### config.mk
export PLATFORM = sky130hd
export DESIGN_NAME = msi_cache_ctrl
export DESIGN_NICKNAME = d
export VERILOG_FILES = /design/src/rtl/msi_cache_ctrl.sv
export SDC_FILE = /design/constraint.sdc
export NUM_CORES = 1
export LEC_CHECK = 0
export CORE_AREA = 2 2 164 166
export CTS_BUF_LIST = sky130_fd_sc_hd__clkbuf_4 sky130_fd_sc_hd__clkbuf_8
export DETAILED_ROUTE_END_ITERATION = 16
export DIE_AREA = 0 0 166 168
export HOLD_SLACK_MARGIN = 0.1
export PLACE_DENSITY = 0.77
export SLEW_MARGIN = 25
export SYNTH_ARGS = -nofsm -noshare
export SYNTH_HDL_FRONTEND = slang
export SYNTH_SLANG_ARGS = --single-unit
### constraint.sdc
create_clock -name clk -period 4.3 [get_ports clk]
set_clock_uncertainty 0.05 [all_clocks]
set_input_delay 0.43 -clock clk [delete_from_list [all_inputs] [get_ports clk]]
set_output_delay 0.43 -clock clk [all_outputs]
set_load 0.05 [all_outputs]
### src/rtl/msi_cache_ctrl.sv
// Direct-mapped write-back cache controller with per-line MSI coherence.
// One processor port, one snooping bus port; snoop effects are applied after local updates each cycle.
module msi_cache_ctrl #(
    parameter  int ADDR_W     = 8,
    parameter  int LINE_BYTES = 4,
    parameter  int SETS       = 4,
    localparam int LINE_W     = 8 * LINE_BYTES,
    localparam int OFF_W      = $clog2(LINE_BYTES),
    localparam int IDX_W      = $clog2(SETS),
    localparam int TAG_W      = ADDR_W - OFF_W - IDX_W,
    localparam int LADDR_W    = ADDR_W - OFF_W
) (
    input  logic               clk,
    input  logic               reset,
    input  logic               p_req,
    input  logic               p_we,
    input  logic [ADDR_W-1:0]  p_addr,
    input  logic [7:0]         p_wdata,
    output logic [7:0]         p_rdata,
    output logic               p_ready,
    output logic               bus_req,
    input  logic               bus_gnt,
    output logic [1:0]         bus_cmd,
    output logic [LADDR_W-1:0] bus_addr,
    output logic [LINE_W-1:0]  bus_wdata,
    input  logic [LINE_W-1:0]  bus_rdata,
    input  logic               bus_ack,
    input  logic               snp_valid,
    input  logic [1:0]         snp_cmd,
    input  logic [LADDR_W-1:0] snp_addr,
    output logic               snp_hit,
    output logic               snp_supply,
    output logic [LINE_W-1:0]  snp_data
);

    localparam logic [1:0] CMD_GETS = 2'b00;
    localparam logic [1:0] CMD_GETM = 2'b01;
    localparam logic [1:0] CMD_UPG  = 2'b10;
    localparam logic [1:0] CMD_PUTM = 2'b11;

    typedef enum logic [1:0] {ST_I = 2'b00, ST_S = 2'b10, ST_M = 2'b11} line_st_t;
    // IDLE accept | WB_REQ PutM victim | FILL_REQ GetS/GetM | UPG_REQ Upg | DONE p_ready pulse
    typedef enum logic [2:0] {IDLE, WB_REQ, FILL_REQ, UPG_REQ, DONE} fsm_t;

    fsm_t               state_q;
    logic               p_ready_q, bus_req_q, snp_hit_q, snp_supply_q;
    logic [7:0]         p_rdata_q;
    logic [1:0]         bus_cmd_q;
    logic [LADDR_W-1:0] bus_addr_q;
    logic [LINE_W-1:0]  bus_wdata_q, snp_data_q;

    line_st_t           st_q   [SETS];
    line_st_t           st_d   [SETS];
    logic [TAG_W-1:0]   tag_q  [SETS];
    logic [TAG_W-1:0]   tag_d  [SETS];
    logic [LINE_W-1:0]  data_q [SETS];
    logic [LINE_W-1:0]  data_d [SETS];

    logic [IDX_W-1:0]   idx, s_idx;
    logic [TAG_W-1:0]   p_tag, s_tag;
    logic [OFF_W-1:0]   off;
    logic [LADDR_W-1:0] laddr;
    logic               hit, own_ack, snp_stall, do_hit_wr;
    logic               snp_match, snp_sup;
    logic [LINE_W-1:0]  snp_line;
    logic [7:0]         rd_byte;

    function automatic logic [LINE_W-1:0] put_byte(input logic [LINE_W-1:0] line,
                                                   input logic [OFF_W-1:0]  o,
                                                   input logic [7:0]        b);
        logic [LINE_W-1:0] r;
        r = line;
        r[{o, 3'b000} +: 8] = b;
        return r;
    endfunction

    assign idx       = p_addr[OFF_W +: IDX_W];
    assign p_tag     = p_addr[ADDR_W-1 -: TAG_W];
    assign off       = p_addr[OFF_W-1:0];
    assign laddr     = p_addr[ADDR_W-1:OFF_W];
    assign s_idx     = snp_addr[IDX_W-1:0];
    assign s_tag     = snp_addr[LADDR_W-1:IDX_W];
    assign hit       = (st_q[idx] != ST_I) && (tag_q[idx] == p_tag);
    assign own_ack   = bus_ack && bus_gnt && bus_req_q;
    // A snoop to the requested set holds off acceptance so the decision never sees a stale state.
    assign snp_stall = snp_valid && (s_idx == idx);
    assign do_hit_wr = (state_q == IDLE) && p_req && !snp_stall && p_we && hit && (st_q[idx] == ST_M);

    always_comb begin
        st_d   = st_q;
        tag_d  = tag_q;
        data_d = data_q;
        if (do_hit_wr)
            data_d[idx] = put_byte(data_q[idx], off, p_wdata);
        if (state_q == WB_REQ && own_ack)
            st_d[idx] = ST_I;
        if (state_q == FILL_REQ && own_ack) begin
            tag_d[idx]  = p_tag;
            data_d[idx] = p_we ? put_byte(bus_rdata, off, p_wdata) : bus_rdata;
            st_d[idx]   = p_we ? ST_M : ST_S;
        end
        if (state_q == UPG_REQ && own_ack) begin
            st_d[idx]   = ST_M;
            data_d[idx] = put_byte(data_q[idx], off, p_wdata);
        end
        rd_byte = data_d[idx][{off, 3'b000} +: 8];

        // Snoop sees the post-local-update line, which orders our own ack first.
        snp_line  = data_d[s_idx];
        snp_match = snp_valid && (st_d[s_idx] != ST_I) && (tag_d[s_idx] == s_tag);
        snp_sup   = snp_match && (st_d[s_idx] == ST_M) &&
                    (snp_cmd == CMD_GETS || snp_cmd == CMD_GETM);
        if (snp_match) begin
            case (snp_cmd)
                CMD_GETS: if (st_d[s_idx] == ST_M) st_d[s_idx] = ST_S;
                CMD_GETM: st_d[s_idx] = ST_I;
                CMD_UPG:  if (st_d[s_idx] == ST_S) st_d[s_idx] = ST_I;
                default:  ;
            endcase
        end
    end

    always_ff @(posedge clk or posedge reset) begin
        if (reset) begin
            for (int i = 0; i < SETS; i++) st_q[i] <= ST_I;
        end else begin
            for (int i = 0; i < SETS; i++) st_q[i] <= st_d[i];
        end
    end

    always_ff @(posedge clk) begin
        for (int i = 0; i < SETS; i++) begin
            tag_q[i]  <= tag_d[i];
            data_q[i] <= data_d[i];
        end
    end

    always_ff @(posedge clk or posedge reset) begin
        if (reset) begin
            state_q      <= IDLE;
            p_ready_q    <= 1'b0;
            p_rdata_q    <= '0;
            bus_req_q    <= 1'b0;
            bus_cmd_q    <= '0;
            bus_addr_q   <= '0;
            bus_wdata_q  <= '0;
            snp_hit_q    <= 1'b0;
            snp_supply_q <= 1'b0;
            snp_data_q   <= '0;
        end else begin
            p_ready_q    <= 1'b0;
            snp_hit_q    <= snp_match;
            snp_supply_q <= snp_sup;
            snp_data_q   <= snp_sup ? snp_line : '0;
            case (state_q)
                IDLE: begin
                    if (p_req && !snp_stall) begin
                        if (hit && (!p_we || st_q[idx] == ST_M)) begin
                            p_ready_q <= 1'b1;
                            p_rdata_q <= rd_byte;
                            state_q   <= DONE;
                        end else if (hit) begin
                            state_q     <= UPG_REQ;
                            bus_req_q   <= 1'b1;
                            bus_cmd_q   <= CMD_UPG;
                            bus_addr_q  <= laddr;
                            bus_wdata_q <= '0;
                        end else if (st_q[idx] == ST_M) begin
                            state_q     <= WB_REQ;
                            bus_req_q   <= 1'b1;
                            bus_cmd_q   <= CMD_PUTM;
                            bus_addr_q  <= {tag_q[idx], idx};
                            bus_wdata_q <= data_q[idx];
                        end else begin
                            state_q     <= FILL_REQ;
                            bus_req_q   <= 1'b1;
                            bus_cmd_q   <= p_we ? CMD_GETM : CMD_GETS;
                            bus_addr_q  <= laddr;
                            bus_wdata_q <= '0;
                        end
                    end
                end
                WB_REQ: begin
                    // Either our PutM completed or a snoop took the victim away.
                    if (own_ack || st_d[idx] != ST_M) begin
                        bus_req_q <= 1'b0;
                        state_q   <= FILL_REQ;
                    end
                end
                FILL_REQ: begin
                    if (own_ack) begin
                        bus_req_q <= 1'b0;
                        p_ready_q <= 1'b1;
                        p_rdata_q <= rd_byte;
                        state_q   <= DONE;
                    end else if (!bus_req_q) begin
                        bus_req_q   <= 1'b1;
                        bus_cmd_q   <= p_we ? CMD_GETM : CMD_GETS;
                        bus_addr_q  <= laddr;
                        bus_wdata_q <= '0;
                    end
                end
                UPG_REQ: begin
                    if (own_ack) begin
                        bus_req_q <= 1'b0;
                        p_ready_q <= 1'b1;
                        p_rdata_q <= rd_byte;
                        state_q   <= DONE;
                    end else if (st_d[idx] == ST_I) begin
                        bus_cmd_q <= CMD_GETM;
                        state_q   <= FILL_REQ;
                    end
                end
                DONE:    state_q <= IDLE;
                default: state_q <= IDLE;
            endcase
        end
    end

    assign p_ready    = p_ready_q;
    assign p_rdata    = p_rdata_q;
    assign bus_req    = bus_req_q;
    assign bus_cmd    = bus_cmd_q;
    assign bus_addr   = bus_addr_q;
    assign bus_wdata  = bus_wdata_q;
    assign snp_hit    = snp_hit_q;
    assign snp_supply = snp_supply_q;
    assign snp_data   = snp_data_q;

endmodule
==> results.md, run 1 <==
* Status: finished, final reports clean
* Core area at around 26000 um2
* Initial Util at between 50% and 60%
* Worst path slowest cell: mux4_2
* # Max-Cap Violations at 0
* Slowest stage delay, CP at approximately 0.53 ns
* Mapped Area at 14300 um2
* Power share of the clock group at around 19%
* Ports at 147
* Fraction of layout cells with a size suffix above 1 at between 10% and 20%
* Setup slack after layout at roughly 0.28 ns
* Final hold viol count at 0
* Part of the power in registers at about a third
* Leading cell type in the layout, fill and taps excluded: nand2_1
* P_sw at around 5.2 mW
* Layout area overhead at 23.9%
* RSZ-0062 raised after global routing: no
* Least-Margin Pin Slew at between 1 and 1.5 ns
* Sequential fraction of the synthesis area at 36.9%
* Pre-CTS setup slack at -0.146 ns
* Switching Share at between 40% and 50%
* Worst-path fanout max at 10
* Crit path launch: bus_req
* CP arrival at ~4.4 ns
* # DRC at 0
* Syn Nets at 1720
* Post-route cell area at ~18000 um2
* Warnings from Yosys at 0
* Seq cells post-synth at about 240
* Diodes inserted at 0
* Cell variety after synth at between 80 and 90
* Worst hold path type: input port to async pin
* Placed cell count at approximately 2200
* Antenna Nets Post-Route at 0
* GP Congestion at between 1 and 1.5
* TritonCTS Buffers at 41
* Die Wd at between 150 and 200 um
* Cell area after placement at 16700 um2
* Largest net degree at the start of global routing at 68
* Metal2 WL at approximately 24 mm
* Fin cells at 2228
* Hold buffer count at CTS at 0
* Worst-path clk slew at about 0.070 ns
* Clock root buffer: clkbuf_8
* Max-slew violations at 0
* Max Used Layer: met5
* CTS tree: built
* DP Wirelength at approximately 40 mm
* Post-synth EDFFs at 0
* Hold Slack at between 0.3 and 0.4 ns
* Cell Rows at 60
* Antenna violations before repair at 2
* First-pass GRT wire length at 89.1 mm
* Most frequent cells in the layout: nand2_1, o22ai_1, dfxtp_1, clkdlybuf4s50_1, buf_4
* Fillers at 2111
* Maximum vdd drop at ~0.00040 V
* Period utilisation layout at a little over 90%
* WL/cell at ~27 um
* Crit end category: flop
* Number of port buffers at roughly 150
* # H-tree levels at 2
* Critical Path Start Type: flop
* Vias in the first global route at around 15000
* Syn_area_per_cell at between 8 and 9 um2
* Die area at 27900 um2
* Via count at approximately 16000
* Pre-Repair DR Iteration Count at 12
* Fmax at approximately 250 MHz
* Vias per inst at around 7
* Global-route usage over all layers at just over 40%
* Post-layout min period at between 4 and 5 ns
* Synth Instances at 1652
* Routed wl met3 at 9.78 mm
* Ys async rst share at about two fifths
* Drt total wl at ~60 mm
* Setup repair bufs after CTS at 0
* Top_reg_cell synth: dfxtp_1
* Nets at ~1900
* Die extent in y at roughly 170 um
* Leakage at 7.42 nW
* Resized cells post-CTS at 0
* Reg-to-reg startpoint: bus_req
* Comb power frac at between 40% and 50%
* CTS Buffer Depth at 3
* Grt ovf at 0
* CP required at between 4 and 5 ns
* Clock Sink Count at approximately 240
* Kind of critical path: flop to flop
* CP cell instances: nand4b_1, buf_4, nor3_1, a21oi_1, mux4_2, or4_1, a21o_1, o311ai_2, o211ai_1, buf_4, o211ai_1, nor2_1, or3_1
* Latest clock arrival within the worst-skew pair at 0.58 ns
* Slew HR at approximately 31%
* DRT met1 WL at between 20 and 25 mm
* PwrDens at 683 nW/um2
* Internal at about 6.9 mW
* Iter 0 DRT Violations at 2434
* # setup viols final at 0
-- kinds of logic after synthesis --
logic type | count (synthesis) | share of synthesized area (%)
xor gates and xnor gates | 9 | 0.606
muxes | 103 | 13.9
buffers and inverters | 182 | 5.48
AOI/OAI and AO/OA | 537 | 23.9
DFF | 239 | 36.9
adders and majority gates | 5 | 0.439
and+or+nand+nor | 577 | 18.8
-- worst max-delay path: cells and delay by family, from the launching register on --
| kind | cells | cell delay [ns] |
|---|---|---|
| AND/OR/NAND/NOR | 5 | 1.57 |
| buffers and inverters | 2 | 0.43 |
| multiplexers | 1 | 0.53 |
| AO/OA/AOI/OAI | 5 | 0.83 |
| flip-flops | 1 | 0.49 |
-- power groups by stage --
| stage | Sequential (mW) | Clock [mW] | Combinational (mW) |
|---|---|---|---|
| after global placement | 3.75 | 0 | 5.61 |
| after floorplan | 4.20 | 0 | 3.38 |
| after detailed placement | 3.78 | 0 | 5.73 |
| after global routing | 3.86 | 2.42 | 6.30 |
| after CTS | 3.74 | 2.32 | 5.74 |
| final | 3.79 | 2.32 | 5.94 |
-- sequential cells by signal, indices dropped and copies added, names as in the netlist --
signal / count
bus_addr: 6
p_rdata: 8
state_q: 3
p_ready: 1
snp_hit: 1
st_q: 8
bus_cmd: 2
snp_data: 32
bus_wdata: 32
data_q: 128
snp_supply: 1
bus_req: 1
tag_q: 16
-- area by class of cell --
cell class	count	area [um2]	share of cell area, %
inverters	53	201	1.14
repair buffers	288	2610	14.8
clock inverters	9	82.6	0.468
multi-input cells	1231	8240	46.6
well taps	341	427	2.42
clock buffers	67	841	4.76
flip-flops and latches	239	5260	29.8
-- routing by layer --
layer	GRT usage [%]	up-vias
met5	2.26	-
met4	23.7	4
met3	15.5	413
met2	58.5	1469
met1	54.4	7155
li1	-	6587
-- metrics by stage --
stage	TNS [ns]	util, %	power [mW]
2_1_floorplan	0	-	7.58
3_3_place_gp	-0.0825	63.4	9.36
3_5_place_dp	-0.369	63.4	9.51
4_1_cts	0	66.9	11.8
5_1_grt	0	67.0	12.6
6_report	0	67.0	12.1
-- path summary, 6_finish.rpt --
check                                 to  cells after the start  slack, ns
max                           state_q[0]                     13       0.28
min                        bus_wdata[15]                      2       0.37
max reg2reg                   state_q[0]                     13       0.28
min reg2reg                 bus_wdata[2]                      2       0.42
max in group asynchronous    snp_data[6]                      3       2.84
min in group clk                 st_q[4]                      4       0.41
-- Yosys cell counts, types with 12 or more instances --
cell / number / share of area, %
nand2_1: 259 / 6.8
o22ai_1: 149 / 6.5
dfxtp_1: 144 / 20
nor2_1: 123 / 3.2
a21oi_1: 110 / 3.9
dfrtp_1: 95 / 17
clkbuf_1: 91 / 2.4
o21ai_0: 84 / 2.9
mux4_2: 69 / 11
nand3_1: 67 / 2.4
inv_1: 52 / 1.4
mux2i_1: 29 / 2.0
and2_1: 28 / 1.2
o21ai_1: 26 / 0.91
buf_2: 19 / 0.67
a21o_1: 18 / 0.95
a22oi_1: 18 / 0.95
a211oi_1: 17 / 0.90
nor3_1: 13 / 0.46
o221ai_1: 13 / 0.80
and3_1: 12 / 0.53
No activity file was read; power rests on OpenSTA's default activity.
==> inputs of run 2 (changes only) <==
- GPL_TIMING_DRIVEN: default -> 0
==> run 2 against run 1 <==
  * The run now ends with negative setup slack left
  * Final area fell by 0.81%
  * Final cell count decreased by 0.27%
  * Via count rose by 5.9%
  * Combinational power rose by 5.2%
  * Largest cell class unchanged
  * Global-route usage rose by 9.2 points
  * Sequential share of layout area is 0.24 points higher
  * Count of clock-buffer cells in the layout decreased by 8
  * Critical path type unchanged
  * Non-clock buffer count shrank 4
==> results.md, run 2 (synthesized netlist as in run 1, its figures left out) <==
* Status: finished, violations left
* Failing checks: negative setup slack
* Hold Slack at 0.213 ns (-0.156 ns)
* Worst-path clk slew at 0.08 ns (about the same)
* Cell Rows at 60 (unchanged)
* Setup TNS Final at -1.18 ns (-1.18 ns)
* Crit end category: flop
* Max-slew violations at 0 (unchanged)
* Fmax at 222 MHz (-11%)
* Fillers at 2197 (+4.1%)
* # Max-Cap Violations at 0 (unchanged)
* Post-layout min period at 4.50 ns (+0.474 ns)
* CTS tree: built
* WL/cell at 33.0 um (+24%)
* Global-route usage over all layers at 50.6% (+9.2 points)
* Largest net degree at the start of global routing at 50 (-26%)
* Hold buffer count at CTS at 0 (unchanged)
* Latest clock arrival within the worst-skew pair at 0.58 ns (about the same)
* Cell area after placement at 16200 um2 (-3.2%)
* Via count at 16549 (+5.9%)
* Worst-path fanout max at 10 (unchanged)
* Layout area overhead at 22.9%
* Vias per inst at 7.45 (+6.2%)
* Initial Util at 54.1% (unchanged)
* GP Congestion at 1.13 (+2.3%)
* Antenna violations before repair at 5 (+3)
* Die extent in y at 168 um (unchanged)
* # H-tree levels at 2 (unchanged)
* Final Total Pwr at 12.4 mW (+3.3%)
* CP arrival at 4.92 ns (+0.49 ns)
* TritonCTS Buffers at 40 (-2.4%)
* CP required at 4.72 ns (about the same)
* DP Wirelength at 52.4 mm (+27%)
* Final hold viol count at 0 (unchanged)
* # DRC at 0 (unchanged)
* Setup slack after layout at -0.196 ns (-0.474 ns)
* Leakage at 7.18 nW (-3.3%)
* Period utilisation layout at 105% (+11 points)
* Core Util, Final at 66.5% (-0.54 points)
* Nets at 1917 (-0.26%)
* First-pass GRT wire length at 103 mm (+15%)
* PwrDens at 711 nW/um2 (+4.1%)
* Drt total wl at 73.2 mm (+23%)
* Vias in the first global route at 15180 (+0.52%)
* Leading cell type in the layout, fill and taps excluded: nand2_1
* Largest register by flop count: data_q
* Die area at 27900 um2 (unchanged)
* Ports at 147 (unchanged)
* Slew HR at 21.6% (-9.7 points)
* Flop-to-flop setup slack at -0.20 ns (-0.47 ns)
* Grt ovf at 0 (unchanged)
* Placed cell count at 2138 (-0.65%)
* Core area at 26400 um2 (unchanged)
* Fin cells at 2222 (-0.27%)
* Iter 0 DRT Violations at 2845 (+17%)
* Fraction of layout cells with a size suffix above 1 at 14.8% (-2.3 points)
* Pre-CTS setup slack at -1.24 ns (-1.09 ns)
* Die Wd at 166 um (unchanged)
* Clock root buffer: clkbuf_8
* Critical Path Start Type: flop
* Pre-Repair DR Iteration Count at 9 (-3)
* Antenna Nets Post-Route at 0 (unchanged)
* Clock Sink Count at 239 (unchanged)
* Maximum vdd drop at 0.000550 V (+37%)
* # setup viols final at 20 (+20)
* Least-Margin Pin Slew at 1.18 ns (+0.146 ns)
* Kind of critical path: flop to flop
* Post-route cell area at 17500 um2 (-0.81%)
* Worst hold path type: input port to flop
* Max FFs per register at 128 (unchanged)
* CTS Buffer Depth at 3 (unchanged)
* Number of port buffers at 143 (-2.1%)
* Most frequent cells in the layout: nand2_1, o22ai_1, dfxtp_1, clkdlybuf4s50_1, nor2_1
[run 2: changes by cell type in the layout (fill, tap and decap cells not counted), moves of 6 or more]
cell      change
clkbuf_2     +22
buf_4       -113
buf_6         +8
buf_12        -7
buf_2        +13
nor4_1        -6
nor2_1        -8
clkbuf_1     +62
[run 2: worst paths after layout]
| check | from | endpoint | cells after the start |
|---|---|---|---|
| max | bus_req | p_rdata[0] | 10 |
| min in group asynchronous | reset | bus_wdata[10] | 2 |
| max in group asynchronous | reset | p_rdata[1] | 3 |
| min reg2reg | bus_wdata[16] | bus_wdata[16] | 2 |
| min | p_addr[6] | tag_q[6] | 3 |
| max reg2reg | bus_req | p_rdata[0] | 10 |
[run 2: cell type report]
class                           count  area (um2)  area share [%]
Clock inverter                     13         175            1.00
Inverter                           53         208            1.19
Sequential cell                   239        5260            30.0
Antenna cell                        2        5.00          0.0286
Multi-Input combinational cell   1231        8450            48.2
Timing Repair Buffer              159        1580            9.01
Tap cell                          341         427            2.44
Clock buffer                       59         768            4.39
Buffer                            125         648            3.70
[run 2: power by group]
part	internal, mW	switching [mW]	total (mW)	leakage, nW
logic	2.28	3.97	6.25	4.22
registers	3.19	0.582	3.77	2.47
clock network	1.39	1.04	2.43	0.483
total	6.85	5.59	12.4	7.18
[run 2: per-layer routing]
layer	wire length, um	part of all wire [%]	GRT usage (%)	vias to the layer above
met3	13100	18	22.8	526
met2	27600	38	68.9	1745
met1	25400	35	64.4	7700
li1	-	-	-	6570
met4	6920	9.4	33.7	8
met5	131	0.18	1.04	-
[run 2: repair_timing]
| item | 4_1_cts | 5_1_grt |
|---|---|---|
| gates resized for setup | 38 | 59 |
| pin swaps | 3 | 7 |
| setup endpoints to repair | 47 | 66 |
| setup buffers | 4 | 10 |
[run 2: critical path, cell delays in order, from the launching register on]
cell       delay, ns
dfrtp_1         0.39
clkbuf_2        0.17
and4b_1         0.28
clkbuf_2        0.23
nand2_1         0.50
clkbuf_1        0.75
clkbuf_1        0.83
o221ai_1        0.34
mux2i_1         0.35
a2111oi_0       0.18
o22ai_1         0.30
